File: config.mk
export PLATFORM = sky130hd
export DESIGN_NAME = mem_arbiter
export DESIGN_NICKNAME = d
export VERILOG_FILES = /design/src/rtl/mem_arbiter.sv
export SDC_FILE = /design/constraint.sdc
export NUM_CORES = 1
export LEC_CHECK = 0
export ABC_CLOCK_PERIOD_IN_PS = 3000
export BUFFER_PORTS_ARGS = -buffer_cell sky130_fd_sc_hd__buf_2
export CAP_MARGIN = 25
export CORE_ASPECT_RATIO = 1.4
export CORE_MARGIN = 2
export CORE_UTILIZATION = 45
export CTS_BUF_LIST = sky130_fd_sc_hd__clkbuf_16
export CTS_CLUSTER_DIAMETER = 80
export DETAILED_ROUTE_END_ITERATION = 6
export GPL_TIMING_DRIVEN = 0
export PLACE_DENSITY = 0.76
export SKIP_LAST_GASP = 1
export SLEW_MARGIN = 15
export SYNTH_ARGS = -nofsm -noshare
export SYNTH_HDL_FRONTEND = slang
export SYNTH_SLANG_ARGS = --single-unit
File: constraint.sdc
create_clock -name clk -period 3 [get_ports clk]
set_input_delay 0.3 -clock clk [delete_from_list [all_inputs] [get_ports clk]]
set_output_delay 0.3 -clock clk [all_outputs]
set_load 0.01 [all_outputs]
File: src/rtl/mem_arbiter.sv
// Two-port round-robin arbiter in front of the shared memory block.
// Port 0 is instruction fetch, port 1 is load/store; one transaction is outstanding at a time.
module mem_arbiter #(
  parameter int unsigned MEM_ADDR_SIZE  = 32,
  parameter int unsigned MEM_WORD_SIZE  = 8,
  parameter int unsigned TIMEOUT_CYCLES = 64
) (
  input  logic                     clk,
  input  logic                     reset,
  input  logic                     p0Req,
  input  logic                     p1Req,
  input  logic                     p0Wr,
  input  logic                     p1Wr,
  input  logic [MEM_ADDR_SIZE-1:0] p0Addr,
  input  logic [MEM_ADDR_SIZE-1:0] p1Addr,
  input  logic [MEM_WORD_SIZE-1:0] p0WrData,
  input  logic [MEM_WORD_SIZE-1:0] p1WrData,
  output logic                     p0Ack,
  output logic                     p1Ack,
  output logic [MEM_WORD_SIZE-1:0] p0RdData,
  output logic [MEM_WORD_SIZE-1:0] p1RdData,
  output logic [MEM_ADDR_SIZE-1:0] memAddr,
  output logic [MEM_WORD_SIZE-1:0] memDataIn,
  output logic                     memWr,
  output logic                     memReq,
  input  logic                     memBusyOut,
  input  logic [MEM_WORD_SIZE-1:0] memDataOut,
  output logic                     arbGrant,
  output logic                     arbBusy,
  output logic                     timeoutErr
);

  typedef enum logic [1:0] {IDLE, ISSUE, WAIT, DONE} state_t;

  localparam logic [15:0] TO_LAST = 16'(TIMEOUT_CYCLES - 1);

  state_t      state, state_n;
  logic        lastGrant;
  logic        grant, winner, capture, toErrSet, toHit;
  logic [15:0] toCnt;

  assign toHit = (toCnt == TO_LAST);

  always_comb begin
    state_n  = state;
    grant    = 1'b0;
    winner   = lastGrant;
    capture  = 1'b0;
    toErrSet = 1'b0;
    case (state)
      IDLE: begin
        if (p0Req && p1Req) begin
          grant  = 1'b1;
          winner = ~lastGrant;
        end else if (p0Req || p1Req) begin
          grant  = 1'b1;
          winner = p1Req;
        end
        if (grant) state_n = ISSUE;
      end
      ISSUE: begin
        if (toHit) begin
          state_n  = DONE;
          toErrSet = 1'b1;
        end else if (memBusyOut) begin
          state_n = WAIT;
        end
      end
      WAIT: begin
        // Completion wins over a coincident timeout so valid read data is not dropped.
        if (!memBusyOut) begin
          state_n = DONE;
          capture = ~memWr;
        end else if (toHit) begin
          state_n  = DONE;
          toErrSet = 1'b1;
        end
      end
      DONE:    state_n = IDLE;
      default: state_n = IDLE;
    endcase
  end

  always_ff @(posedge clk or posedge reset) begin
    if (reset) state <= IDLE;
    else       state <= state_n;
  end

  // Every output is a register loaded from the next-state decode.
  always_ff @(posedge clk or posedge reset) begin
    if (reset) begin
      lastGrant  <= 1'b1;
      arbGrant   <= 1'b0;
      arbBusy    <= 1'b0;
      memReq     <= 1'b0;
      memWr      <= 1'b0;
      memAddr    <= '0;
      memDataIn  <= '0;
      p0Ack      <= 1'b0;
      p1Ack      <= 1'b0;
      p0RdData   <= '0;
      p1RdData   <= '0;
      timeoutErr <= 1'b0;
      toCnt      <= '0;
    end else begin
      memReq  <= (state_n == ISSUE);
      arbBusy <= (state_n != IDLE);
      p0Ack   <= (state_n == DONE) && !arbGrant;
      p1Ack   <= (state_n == DONE) && arbGrant;
      if (grant) begin
        arbGrant  <= winner;
        lastGrant <= winner;
        memAddr   <= winner ? p1Addr   : p0Addr;
        memDataIn <= winner ? p1WrData : p0WrData;
        memWr     <= winner ? p1Wr     : p0Wr;
        toCnt     <= '0;
      end else if (state == ISSUE || state == WAIT) begin
        toCnt <= toCnt + 16'd1;
      end
      if (toErrSet) timeoutErr <= 1'b1;
      if (capture) begin
        if (arbGrant) p1RdData <= memDataOut;
        else          p0RdData <= memDataOut;
      end
    end
  end

endmodule

Word-level counts from Yosys, hierarchy flattened
Index checks and enable logic that the tools add are counted.

storage, ports and cells
  input port bits = 95
  output and inout bits = 63
  logic and storage cells = 58
  flip-flop bits (word level) = 82

operators by class
  add/subtract/negate cells = 1
  bitwise logic cells = 3
  equality and inequality tests = 6
  reductions and logical operators = 11
  multiplexer cells = 23

operators by type and width
  operator                                               count
  2-to-1 mux 16 bit                                      2
  2-to-1 mux 32 bit                                      1
  adder 16 x 1 -> 16 bit (second input constant)         1
  equality test 16 x 6 -> 1 bit (second input constant)  1
  2-to-1 mux 1 bit                                       12
  2-to-1 mux 2 bit                                       5
  2-to-1 mux 8 bit                                       1
  one-hot mux 2 bit (4 select lines)                     1
  equality test 2 bit (second input constant)            3
  equality test 2 x 1 -> 1 bit (second input constant)   2
  AND reduction 2 bit                                    2
  nonzero test 2 bit                                     2
  logical AND 1 bit                                      3
  inverter 1 bit                                         3
  zero test 2 bit                                        1
  logical OR 1 bit                                       2
  one-hot mux 1 bit (2 select lines)                     1
  zero test 1 bit                                        1

Logic depth before layout (Yosys ltp)
Gate-level depths: netlist of run 1.

  depth after elaboration = 8
  gate-level depth with buffers = 8
  depth with buffers taken out = 6

Least setup slack after synthesis of run 1
Ideal clock, no wire load.

  path kind = register to register
  from = register state[0]
  to = register toCnt[13]
  library setup time = 0.078 ns
  period minus slack after synthesis = 1.828 ns
  cell stages (with the launch flop) = 9
  setup slack = 1.172 ns
  data required time = 2.922 ns
  arrival = 1.750 ns
  path buffers = 2
  path through = dfrtp_1 > inv_1 > ha_1 > buf_6 > and4_1 > buf_6 > nand4_4 > or3_1 > a21oi_1

between the ends
  word-level cells in the longest chain between the ends = 3
  elaborated cells between the ends (all ways) = 7

ends and longest elaborated chain
  item                                                            line     source
  start, declared                                                 37       state_t state, state_n;
  start signal, assigned                                          86       else state <= state_n;
  zero test 2 bit (tied with other cells)                         50       case (state)
  2-to-1 mux 1 bit / logical OR 1 bit (equally long branches)     50, 117
  2-to-1 mux 16 bit / nonzero test 2 bit (equally long branches)  --
  end signal, assigned                                            118      toCnt <= toCnt + 16'd1;
  end, declared                                                   40       logic [15:0] toCnt;

Parallel ways exist; a longest one is shown, timed or not.
A chain may end at the register's enable or synchronous reset.

Worst setup path in the final report of run 1
  from = register state[0]
  to = register memAddr[5]

between the ends
  word-level cells in the longest chain between the ends = 3
  elaborated cells between the ends (all ways) = 4

ends and longest elaborated chain
  item                  line  source
  zero test 2 bit *     50
  2-to-1 mux 1 bit      50
  2-to-1 mux 32 bit     113   memAddr <= winner ? p1Addr : p0Addr;
  end signal, assigned  113
  end, declared         22    output logic [MEM_ADDR_SIZE-1:0] memAddr,

Mark *: on every way between the ends. The rest lies on a longest branch, timed or not.

==> impl_results.md, run 1 <==
- Unrepaired setup endpoints after global routing: no
- Synth Register Bits: 82
- Async SR Flop Fraction: 100%
- Post-route antenna net violation count: 0
- Root Driver: clkbuf_16
- Seq/Total Area, Yosys: 54.3%
- Final worst path period share: 66.5%
- Die height: 112 µm
- Most frequent cells in the layout: 159 x buf_2, 81 x dfrtp_1, 46 x nand2_1, 45 x o21ai_0, 42 x mux2i_1
- Cts bufs inserted: 9
- Initial antenna violation count: 0
- Hold Path Class: input port to register
- Worst clock skew: 0.00458 ns
- P_int: 3.28 mW
- CTS max path bufs: 2
- Max incr delay on CP: around 0.39 ns
- Via Count: roughly 3.1k
- Placer Congestion: 0.881
- EDFF count, synth: 0
- Slew @ Worst Pin: 0.591 ns
- Drt drc: 0
- F_max: 0.501 GHz
- Post-Syn Nets: ~440
- Pin count of the biggest net entering global routing: 65
- TNS Setup: 0 ns
- Syn Area/Cell: 11.1 µm²
- Status: finished clean
- Final hold violation count: 0
- Critical Path Sink Type: register
- Antenna diode count: 0
- Setup CP Type: register to register
- # nets final: slightly above 600
- Startpoint Class: register
- Core Area: 0.00815 mm²
- Final Max Slew Viols: 0
- Worst slew margin: 60.4%
- Clock-pin slew on the worst setup and hold paths: 0.06 ns
- Worst Path Max Fanout: 10
- Post-synth cell types: 40
- Max IR drop VDD: 0.540 mV
- Most common cell after layout, fill and taps aside: buf_2
- Grt ovf: 0
- Vias in the first global route: 3,287
- Die width: 81.5 µm
- NetSw: 1.95 mW
- Max-Cap Viols: 0
- Clk sink count: just over 80
- Final setup vio count: 0
- WL final: between 8 and 9 mm
- PD cells: 1040 mW/mm²
- IO Pins: between 150 and 200
- Crit-path cells: inv_1 -> ha_1 -> a21oi_1 -> a31o_2 -> buf_2 -> buf_4 -> mux2i_1 -> o21ai_0
- Slowest cell on the critical path: dfrtp_1
- Area contributors post-synth: dfrtp_1 54%, mux2i_1 11%, o21ai_0 6.0%
- Combinational power share: 43.6%
- Post-synth top area cell: dfrtp_1
- Ys flop type: dfrtp_1
- CP required: 3.19 ns
- Post-synth top area share: 53.6%
- Area Overhead vs Synth: 33.4%
- Clock network power share: 21.6%
- Die ar.: 0.00916 mm²
- H-tree levels: 3
- Row cnt: 39
- Total power: 5.23 mW
- Gr usage total: a little over a fifth
- CTS tree: done
- Vias per inst: slightly above 5
- Sequential power share: 34.8%
- CP Data Arrival Time: 2.19 ns
- First-pass GRT wire length: about 15 mm
- Yosys warning count: 0
- Initial DRT Pass Iterations: 4
- Detailed placer's ending HPWL: about 7 mm
- Layout cell share with drive strength beyond 1: just under 40%
- Initial DRC Count: 125
- Post-synthesis cell count: 340
- Synthesized area: approximately 0.0038 mm²
- Final min period: 1.99 ns
- DR WL/cell: between 10 and 15 µm
- Clk Latency, worst-skew pair: 0.32 ns
- Pleak: 2.58 nW
- Starting density of the core: 46.4%
- Port buffer count: 157
- Sw Share: 37.2%
flip-flops by register name, indices dropped and copies added, names as in the netlist:
register    count
memDataIn       8
arbGrant        1
state           2
p1Ack           1
timeoutErr      1
p0Ack           1
toCnt          16
p0RdData        8
memWr           1
p1RdData        8
memAddr        32
arbBusy         1
lastGrant       1
memReq          1
power groups by stage:
stage | Combinational (mW) | Sequential [mW] | Clock [mW]
after floorplan | 1.29 | 2.01 | 0
after global placement | 2.24 | 1.81 | 0
after detailed placement | 2.32 | 1.83 | 0
after CTS | 2.32 | 1.82 | 1.16
after global routing | 2.55 | 1.88 | 1.21
final | 2.28 | 1.82 | 1.13
final cells by class:
| type | instances | area, µm² |
|---|---|---|
| fillers | 690 | 3110 |
| flip-flops and latches | 82 | 2050 |
| multi-input cells | 233 | 1600 |
| repair buffers | 159 | 823 |
| clock buffers | 9 | 225 |
| well taps | 102 | 128 |
| plain buffers | 18 | 100 |
| clock inverters | 6 | 83.8 |
| inverters | 7 | 28.8 |
metrics by stage:
step	hold slack [ns]	std cells	util, %	setup WS, ns	cell area [µm²]
after floorplan	0.452	340	-	0.593	3780
after global placement	0.458	599	57.6	-0.272	4690
after detailed placement	0.263	600	58.0	0.982	4720
after CTS	0.204	616	61.9	0.962	5040
after global routing	0.210	616	61.9	0.767	5040
final	0.217	616	61.9	1.01	5040
cells by family after synthesis:
kind of cell               count (synthesis)  synth area share (%)
AOI/OAI and AO/OA                         61                  8.77
xor gates and xnor gates                  12                  2.78
adders and majority gates                  7                  2.25
buffers and inverters                     25                  3.34
DFF                                       82                  54.3
muxes                                     58                  15.9
and+or+nand+nor                           95                  12.7
layer usage:
layer,global-route usage (%),vias to the layer above,share of wire [%]
met5,0,-,0
met2,37.9,114,56
met1,23.9,1502,38
met4,9.15,0,0.95
met3,4.26,6,5.6
li1,-,1525,-
path summary, 6_finish.rpt:
path / startpoint / to / slack, ns / depth (start not counted)
worst min-delay path: memDataOut[5] / p1RdData[5] / 0.22 / 2
min in group asynchronous: reset / arbBusy / 0.46 / 3
worst max-delay path: state[0] / memAddr[5] / 1.01 / 8
worst min register to register: timeoutErr / timeoutErr / 0.47 / 1
worst max register to register: state[0] / memAddr[5] / 1.01 / 8
max in group asynchronous: reset / lastGrant / 1.92 / 4
critical path, delay by kind of cell, from the launching register on:
family | cells | cell delay, ns
AO/OA/AOI/OAI | 3 | 0.38
multiplexers | 1 | 0.29
flip-flops | 1 | 0.39
buffers and inverters | 3 | 0.56
adder cells (fa/ha/maj) | 1 | 0.25
Yosys cell counts (2+ instances only):
cell      instances
dfrtp_1          81
nand2_1          46
o21ai_0          45
mux2i_1          42
mux2_2           16
nor2_1           15
clkbuf_1         10
inv_1             7
xnor2_1           7
a21oi_1           6
ha_1              6
nand3_1           6
nand4_1           6
xor2_1            5
buf_4             4
nor3_1            4
and4_1            3
nor4_1            3
or3_1             3
a31o_2            2
buf_2             2
buf_6             2
nor4b_1           2
what timing repair did:
item,CTS,global route
buffers inserted,0,0
hold buffers,1,0
resized for setup,0,0
hold endpoints to repair,18,0
setup endpoints to repair,0,0
(Power assumes the default switching activity.)
==> inputs of run 2 (changes only) <==
--- a/config.mk
+++ b/config.mk
@@ -5,7 +5,8 @@
 export SDC_FILE = /design/constraint.sdc
 export NUM_CORES = 1
 export LEC_CHECK = 0
-export ABC_CLOCK_PERIOD_IN_PS = 3000
+export ABC_AREA = 1
+export ABC_CLOCK_PERIOD_IN_PS = 2000
 export BUFFER_PORTS_ARGS = -buffer_cell sky130_fd_sc_hd__buf_2
 export CAP_MARGIN = 25
 export CORE_ASPECT_RATIO = 1.4
@@ -15,7 +16,7 @@
 export CTS_CLUSTER_DIAMETER = 80
 export DETAILED_ROUTE_END_ITERATION = 6
 export GPL_TIMING_DRIVEN = 0
-export PLACE_DENSITY = 0.76
+export PLACE_DENSITY = 0.75
 export SKIP_LAST_GASP = 1
 export SLEW_MARGIN = 15
 export SYNTH_ARGS = -nofsm -noshare
==> constraint.sdc (replaced) <==
create_clock -name clk -period 2 [get_ports clk]
set_input_delay 0.2 -clock clk [delete_from_list [all_inputs] [get_ports clk]]
set_output_delay 0.2 -clock clk [all_outputs]
set_load 0.01 [all_outputs]
==> run 2 against run 1 <==
Synthesized area is 2.4% higher. Synthesized cell count grew 38%. Power is 50% higher. Sequential share of layout area decreased by 0.71 points. Largest power group unchanged. Utilization fell by 1.2 points. Worst setup slack worse by 0.84 ns. Highest routed layer unchanged. Via count is 22% higher.
==> impl_results.md, run 2 <==
- Status: finished clean
- First-pass GRT wire length: 17.2 mm (+14%)
- Area Overhead vs Synth: 32.6%
- Unrepaired setup endpoints after global routing: no
- Setup CP Type: register to register
- Post-synthesis cell count: 468 (+38%)
- Drt drc: 0 (unchanged)
- Core Area: 0.00846 mm² (+3.8%)
- Total power: 7.84 mW (+50%)
- Slew @ Worst Pin: 0.558 ns (-0.0329 ns)
- Worst clock skew: 0.00706 ns (+0.00248 ns)
- Gr usage total: 23.7% (+2.5 points)
- Final Max Slew Viols: 0 (unchanged)
- CTS max path bufs: 2 (unchanged)
- Dominant cell by count in the synthesized netlist: nand2_1
- Die height: 114 µm (+1.1%)
- Slowest cell on the critical path: dfrtp_1
- Most common cell after layout, fill and taps aside: buf_2
- Synth Register Bits: 82 (unchanged)
- DR WL/cell: 14.0 µm (-3.8%)
- Initial DRC Count: 199 (+59%)
- R2R Setup Slk: 0.17 ns (-0.84 ns)
- Max-Cap Viols: 0 (unchanged)
- CP required: 2.21 ns (-0.98 ns)
- Row cnt: 40 (+2.6%)
- Grt ovf: 0 (unchanged)
- Hold Path Sink: memAddr[23]
- Async SR Flop Fraction: 100% (unchanged)
- WL final: 10.5 mm (+17%)
- # fillers: 751 (+8.8%)
- Critical Path Sink Type: register
- Post-Syn Nets: 569 (+29%)
- Hold_sp: p0Addr[23]
- Clk Latency, worst-skew pair: 0.33 ns (about the same)
- Die width: 82.4 µm (+1.1%)
- Hold WS: 0.122 ns (-0.0953 ns)
- Vias per inst: 5.11 (about the same)
- WHS Path Cells: 3 (+1)
- Clock-pin slew on the worst setup and hold paths: 0.06 ns (about the same)
- Largest Register: memAddr
- Post-synth top area share: 52.4% (-1.2 points)
- Yosys warning count: 0 (unchanged)
- Initial DRT Pass Iterations: 5 (+1)
- Root Driver: clkbuf_16
- Startpoint Class: register
- Post-synth top area cell: dfrtp_1
- Final setup vio count: 0 (unchanged)
- # nets final: 740 (+21%)
- Clk sink count: 82 (unchanged)
- CP Data Arrival Time: 2.05 ns (-0.14 ns)
- Pin count of the biggest net entering global routing: 31 (-52%)
- Multi-input gate area: 0.00157 mm² (-2.0%)
- Detailed placer's ending HPWL: 7.97 mm (+15%)
- Die ar.: 0.00937 mm² (+2.3%)
- RR Startpoint: state[1]
- Via Count: 3,829 (+22%)
- Most frequent cells in the layout: 168 x buf_2, 92 x nand2_1, 81 x dfrtp_1, 67 x o21ai_0, 66 x nor2_1
- Reg2Reg Depth: 9 (+1)
- Post-synth cell types: 32 (-20%)
- TNS Setup: 0 ns (unchanged)
- H-tree levels: 3 (unchanged)
- Post-route antenna net violation count: 0 (unchanged)
- Crit-path cells: inv_1 -> ha_1 -> nand2_1 -> nand2_1 -> nand2_2 -> inv_2 -> buf_2 -> o21ai_0 -> o21ai_1
- Pleak: 2.65 nW (+2.9%)
- Starting density of the core: 45.8% (-0.63 points)
- Synthesized area: 0.00387 mm² (+2.4%)
- Initial antenna violation count: 0 (unchanged)
- Max IR drop VDD: 0.977 mV (+81%)
- RR Endpoint: memAddr[13]
- Worst slew margin: 62.7% (+2.3 points)
- EDFF count, synth: 0 (unchanged)
- Max FFs per register: 32 (unchanged)
- Area contributors post-synth: dfrtp_1 52%, nand2_1 8.9%, o21ai_0 8.7%
- Seq/Total Area, Yosys: 53.0% (-1.3 points)
- Post-DP Area: 0.00483 mm² (+2.3%)
- Ys flop type: dfrtp_1
- IO Pins: 158 (unchanged)
- Final hold violation count: 0 (unchanged)
- F_max: 0.546 GHz (+8.9%)
- Top cells by count, synth: 92 x nand2_1, 81 x dfrtp_1, 67 x o21ai_0
- Antenna diode count: 0 (unchanged)
- FF+latch area: 0.00205 mm² (unchanged)
- Worst Path Max Fanout: 10 (unchanged)
- Final worst path period share: 91.6% (+25 points)
- Cell mode on critical path: nand2_1
- Post-route cell area: 0.00513 mm² (+1.8%)
- Final min period: 1.83 ns (-0.163 ns)
- Placer Congestion: 0.928 (+5.3%)
- Biggest regs: memAddr: 32 flops, toCnt: 16 flops
- Vias in the first global route: 3,722 (+13%)
- Cts bufs inserted: 9 (unchanged)
- CTS tree: done
- Layout cell share with drive strength beyond 1: 32.5% (-6.7 points)
- Syn Area/Cell: 8.27 µm² (-26%)
- PD cells: 1530 mW/mm² (+47%)
- Post-layout util: 60.7% (-1.2 points)
- Hold Path Class: input port to register
- Port buffer count: 157 (unchanged)
- Max incr delay on CP: 0.44 ns (+0.05 ns)
-- run 2: changes by cell type in the layout (fill, tap and decap cells not counted), sizes merged, moves of 4 or more --
cell and delta:
xor2 -5, mux2i -42, nand3 +7, nand2 +51
xnor2 -7, buf +6, nor2 +54, mux2 -16
a21oi +4, o21ai +62, inv +29
-- run 2: layer usage --
metal	wire, µm	track usage (%)	part of all wire, %	vias to the layer above
li1	-	-	-	1882
met3	527	5.06	5.0	25
met2	5530	39.3	53	122
met5	0	0	0	-
met1	4080	29.0	39	1800
met4	321	10.8	3.1	0
-- run 2: critical path, delay by kind of cell (launching register included) --
kind,cells,cell delay [ns]
buf+inv,3,0.37
compound gates,2,0.31
fa+ha+maj,1,0.25
simple gates,3,0.32
flops,1,0.44
-- run 2: timing repair --
action / CTS / global route
gates resized for setup: 0 / 1
endpoints found under the hold margin: 22 / 0
hold buffers: 1 / 0
buffers inserted: 0 / 0
endpoints found under the setup margin: 0 / 1
-- run 2: cells by family after synthesis --
kind of cell    Yosys count  synth area share, %
compound gates          126                 17.3
simple gates            195                 21.2
fa+ha+maj                 6                 1.94
buf+inv                  59                 6.53
flops                    82                 53.0
-- run 2: layout make-up --
class | count | share of cell area, %
inverters | 38 | 2.85
multi-input cells | 327 | 30.6
clock buffers | 9 | 4.39
flip-flops and latches | 82 | 40.0
plain buffers | 21 | 2.14
clock inverters | 7 | 1.19
well taps | 105 | 2.56
repair buffers | 160 | 16.3
-- run 2: report_power, final --
| group | switching (mW) | internal, mW | total [mW] |
|---|---|---|---|
| combinational | 2.21 | 1.29 | 3.51 |
| clock | 0.653 | 0.953 | 1.61 |
| sequential | 0.385 | 2.34 | 2.73 |
| total | 3.25 | 4.59 | 7.84 |
-- run 2: worst max-delay path by stage --
stage	slack, ns	depth (start not counted)	end	startpoint
2_1_floorplan	0.49	7	toCnt[7]	state[1]
3_3_place_gp	0.22	8	memAddr[13]	state[0]
3_5_place_dp	0.21	8	memAddr[13]	state[0]
4_1_cts	0.16	7	toCnt[7]	state[1]
5_1_grt	0.005	9	memWr	state[1]
6_report	0.17	9	memAddr[13]	state[1]
-- run 2: metrics by stage --
stage	cells	worst slack (ns)
floorplan	468	0.486
global placement	730	0.220
detailed placement	732	0.209
CTS	749	0.157
global route	749	0.00514
finish	749	0.168
==> inputs of run 3 (changes only) <==
--- a/config.mk
+++ b/config.mk
@@ -6,7 +6,7 @@
 export NUM_CORES = 1
 export LEC_CHECK = 0
 export ABC_AREA = 1
-export ABC_CLOCK_PERIOD_IN_PS = 2000
+export ABC_CLOCK_PERIOD_IN_PS = 2200
 export BUFFER_PORTS_ARGS = -buffer_cell sky130_fd_sc_hd__buf_2
 export CAP_MARGIN = 25
 export CORE_ASPECT_RATIO = 1.4
==> constraint.sdc (replaced) <==
create_clock -name clk -period 2.2 [get_ports clk]
set_input_delay 0.22 -clock clk [delete_from_list [all_inputs] [get_ports clk]]
set_output_delay 0.22 -clock clk [all_outputs]
set_load 0.01 [all_outputs]
==> run 3 against run 2 <==
First-iteration DRC count rose by 27%. Cell count is the same. Largest power group unchanged. Combinational power down 9.1%. Worst hold slack improved by 0.017 ns. Flip-flop and latch count is the same. Power fell by 9.1%. Maximum frequency down 0.81%. Sequential power decreased by 9.2%. Register-to-register slack improved by 0.19 ns. Global-route usage did not move. Highest routed layer unchanged. Count of clock-buffer cells in the layout unchanged. Clock power shrank 9%.
==> impl_results.md, run 3 (synthesis results as in run 2) <==
- Final worst path period share: 84.0% (-7.6 points)
- Row cnt: 40 (unchanged)
- Die width: 82.4 µm (unchanged)
- Most frequent cells in the layout: 168 x buf_2, 92 x nand2_1, 81 x dfrtp_1, 67 x o21ai_0, 66 x nor2_1
- Post-route antenna net violation count: 0 (unchanged)
- Slew @ Worst Pin: 0.556 ns (-0.00194 ns)
- F_max: 0.541 GHz (-0.81%)
- Via Count: 3,829 (unchanged)
- CP required: 2.42 ns (+0.21 ns)
- Initial DRC Count: 252 (+27%)
- CTS tree: done
- Post-CTS setup repair buffer count: 0 (unchanged)
- IO Pins: 158 (unchanged)
- # nets final: 740 (unchanged)
- Cts repair resizes: 0 (unchanged)
- CTS max path bufs: 2 (unchanged)
- Starting density of the core: 45.8% (unchanged)
- Uppermost layer routed: met4
- Initial antenna violation count: 0 (unchanged)
- Die height: 114 µm (unchanged)
- H-tree levels: 3 (unchanged)
- Root Driver: clkbuf_16
- Vias per inst: 5.11 (unchanged)
- Biggest regs: memAddr: 32 flops, toCnt: 16 flops
- RR Startpoint: state[1]
- Pleak: 2.65 nW (about the same)
- Worst Path Max Fanout: 5 (-5)
- Hold WS: 0.138 ns (+0.0167 ns)
- Worst slew margin: 62.8% (+0.13 points)
- DR WL/cell: 14.0 µm (+0.55%)
- Pin count of the biggest net entering global routing: 31 (unchanged)
- Final hold violation count: 0 (unchanged)
- Die ar.: 0.00937 mm² (unchanged)
- Clk sink count: 82 (unchanged)
- PD cells: 1390 mW/mm² (-9.0%)
- WHS Path Cells: 3 (unchanged)
- Status: finished clean
- RR Endpoint: toCnt[7]
- Setup CP Type: register to register
- Critical Path Sink Type: register
- Most common cell after layout, fill and taps aside: buf_2
- Wire length on met3: 574 µm (+8.9%)
- TNS Setup: 0 ns (unchanged)
- CP Data Arrival Time: 2.07 ns (+0.02 ns)
- Max IR drop VDD: 0.888 mV (-9.1%)
- Antenna diode count: 0 (unchanged)
- Clock-pin slew on the worst setup and hold paths: 0.06 ns (about the same)
- Core Area: 0.00846 mm² (unchanged)
- Final setup vio count: 0 (unchanged)
- Hold buffers post-CTS: 1 (unchanged)
- Clk Latency, worst-skew pair: 0.34 ns (about the same)
- Unrepaired setup endpoints after global routing: no
- Met2 Routed Length: 5.54 mm (+0.27%)
- Hold Path Class: input port to register
- Cts bufs inserted: 9 (unchanged)
- Detailed placer's ending HPWL: 7.97 mm (unchanged)
- First-pass GRT wire length: 17.2 mm (unchanged)
- Placer Congestion: 0.928 (unchanged)
- Gr usage total: 23.7% (unchanged)
- Max FFs per register: 32 (unchanged)
- Reg2Reg Depth: 7 (-2)
- Final min period: 1.85 ns (+0.0149 ns)
- Max-Cap Viols: 0 (unchanged)
- Layout cell share with drive strength beyond 1: 32.3% (-0.16 points)
- Routed met1 length: 4.11 mm (+0.59%)
- Total power: 7.13 mW (-9.1%)
- Worst clock skew: 0.00611 ns (-0.000944 ns)
- Port buffer count: 157 (unchanged)
- Area Overhead vs Synth: 32.5% (about the same)
- Drt drc: 0 (unchanged)
- Largest Register: memAddr
- Startpoint Class: register
- R2R Setup Slk: 0.35 ns (+0.19 ns)
- Hold Path Sink: memAddr[23]
- Final Max Slew Viols: 0 (unchanged)
- Initial DRT Pass Iterations: 6 (+1)
- WL final: 10.5 mm (+0.55%)
- Hold_sp: p0Addr[23]
- Vias in the first global route: 3,722 (unchanged)
- Grt ovf: 0 (unchanged)
run 3: cell count changes in the layout (fill, tap and decap cells not counted):
cell and change:
nor3_1 +1, nor3_2 -1
run 3: where the power goes:
part	total, mW	internal [mW]	switching (mW)
logic	3.19	1.18	2.01
registers	2.48	2.13	0.350
clock network	1.46	0.866	0.596
run 3: final cells by class:
cell class | instances | area (µm²)
inverter | 38 | 146
clock inverter | 7 | 61.3
buffer | 21 | 110
tap | 105 | 131
clock buffer | 9 | 225
timing repair buffer | 160 | 836
fill | 751 | 3330
sequential | 82 | 2050
multi-input combinational | 327 | 1570
run 3: worst max-delay path by stage:
stage / start / slack (ns) / cells after the start / to
global placement: state[0] / 0.42 / 8 / memAddr[13]
CTS: state[1] / 0.36 / 7 / toCnt[7]
global route: state[1] / 0.16 / 7 / toCnt[7]
floorplan: state[1] / 0.69 / 7 / toCnt[7]
detailed placement: state[0] / 0.41 / 8 / memAddr[13]
finish: state[1] / 0.35 / 7 / toCnt[7]
run 3: critical path, cell delays in order (launching register included):
cell and delay (ns):
dfrtp_1 0.43, inv_1 0.11, ha_1 0.36, nand4_1 0.23
nor3_1 0.28, nand2_1 0.12, o21bai_1 0.14, a21oi_1 0.06
run 3: layer usage:
layer,vias to the layer above,global-route usage [%]
met1,1796,29.0
met5,-,0
li1,1880,-
met4,0,10.8
met2,128,39.3
met3,25,5.06
run 3: metrics by stage:
step	setup WS, ns	util, %	instance area [µm²]	std cells
4_1_cts	0.357	60.6	5130	749
5_1_grt	0.156	60.6	5130	749
6_report	0.353	60.6	5130	749
3_3_place_gp	0.420	56.7	4790	730
2_1_floorplan	0.686	-	3870	468
3_5_place_dp	0.409	57.1	4830	732
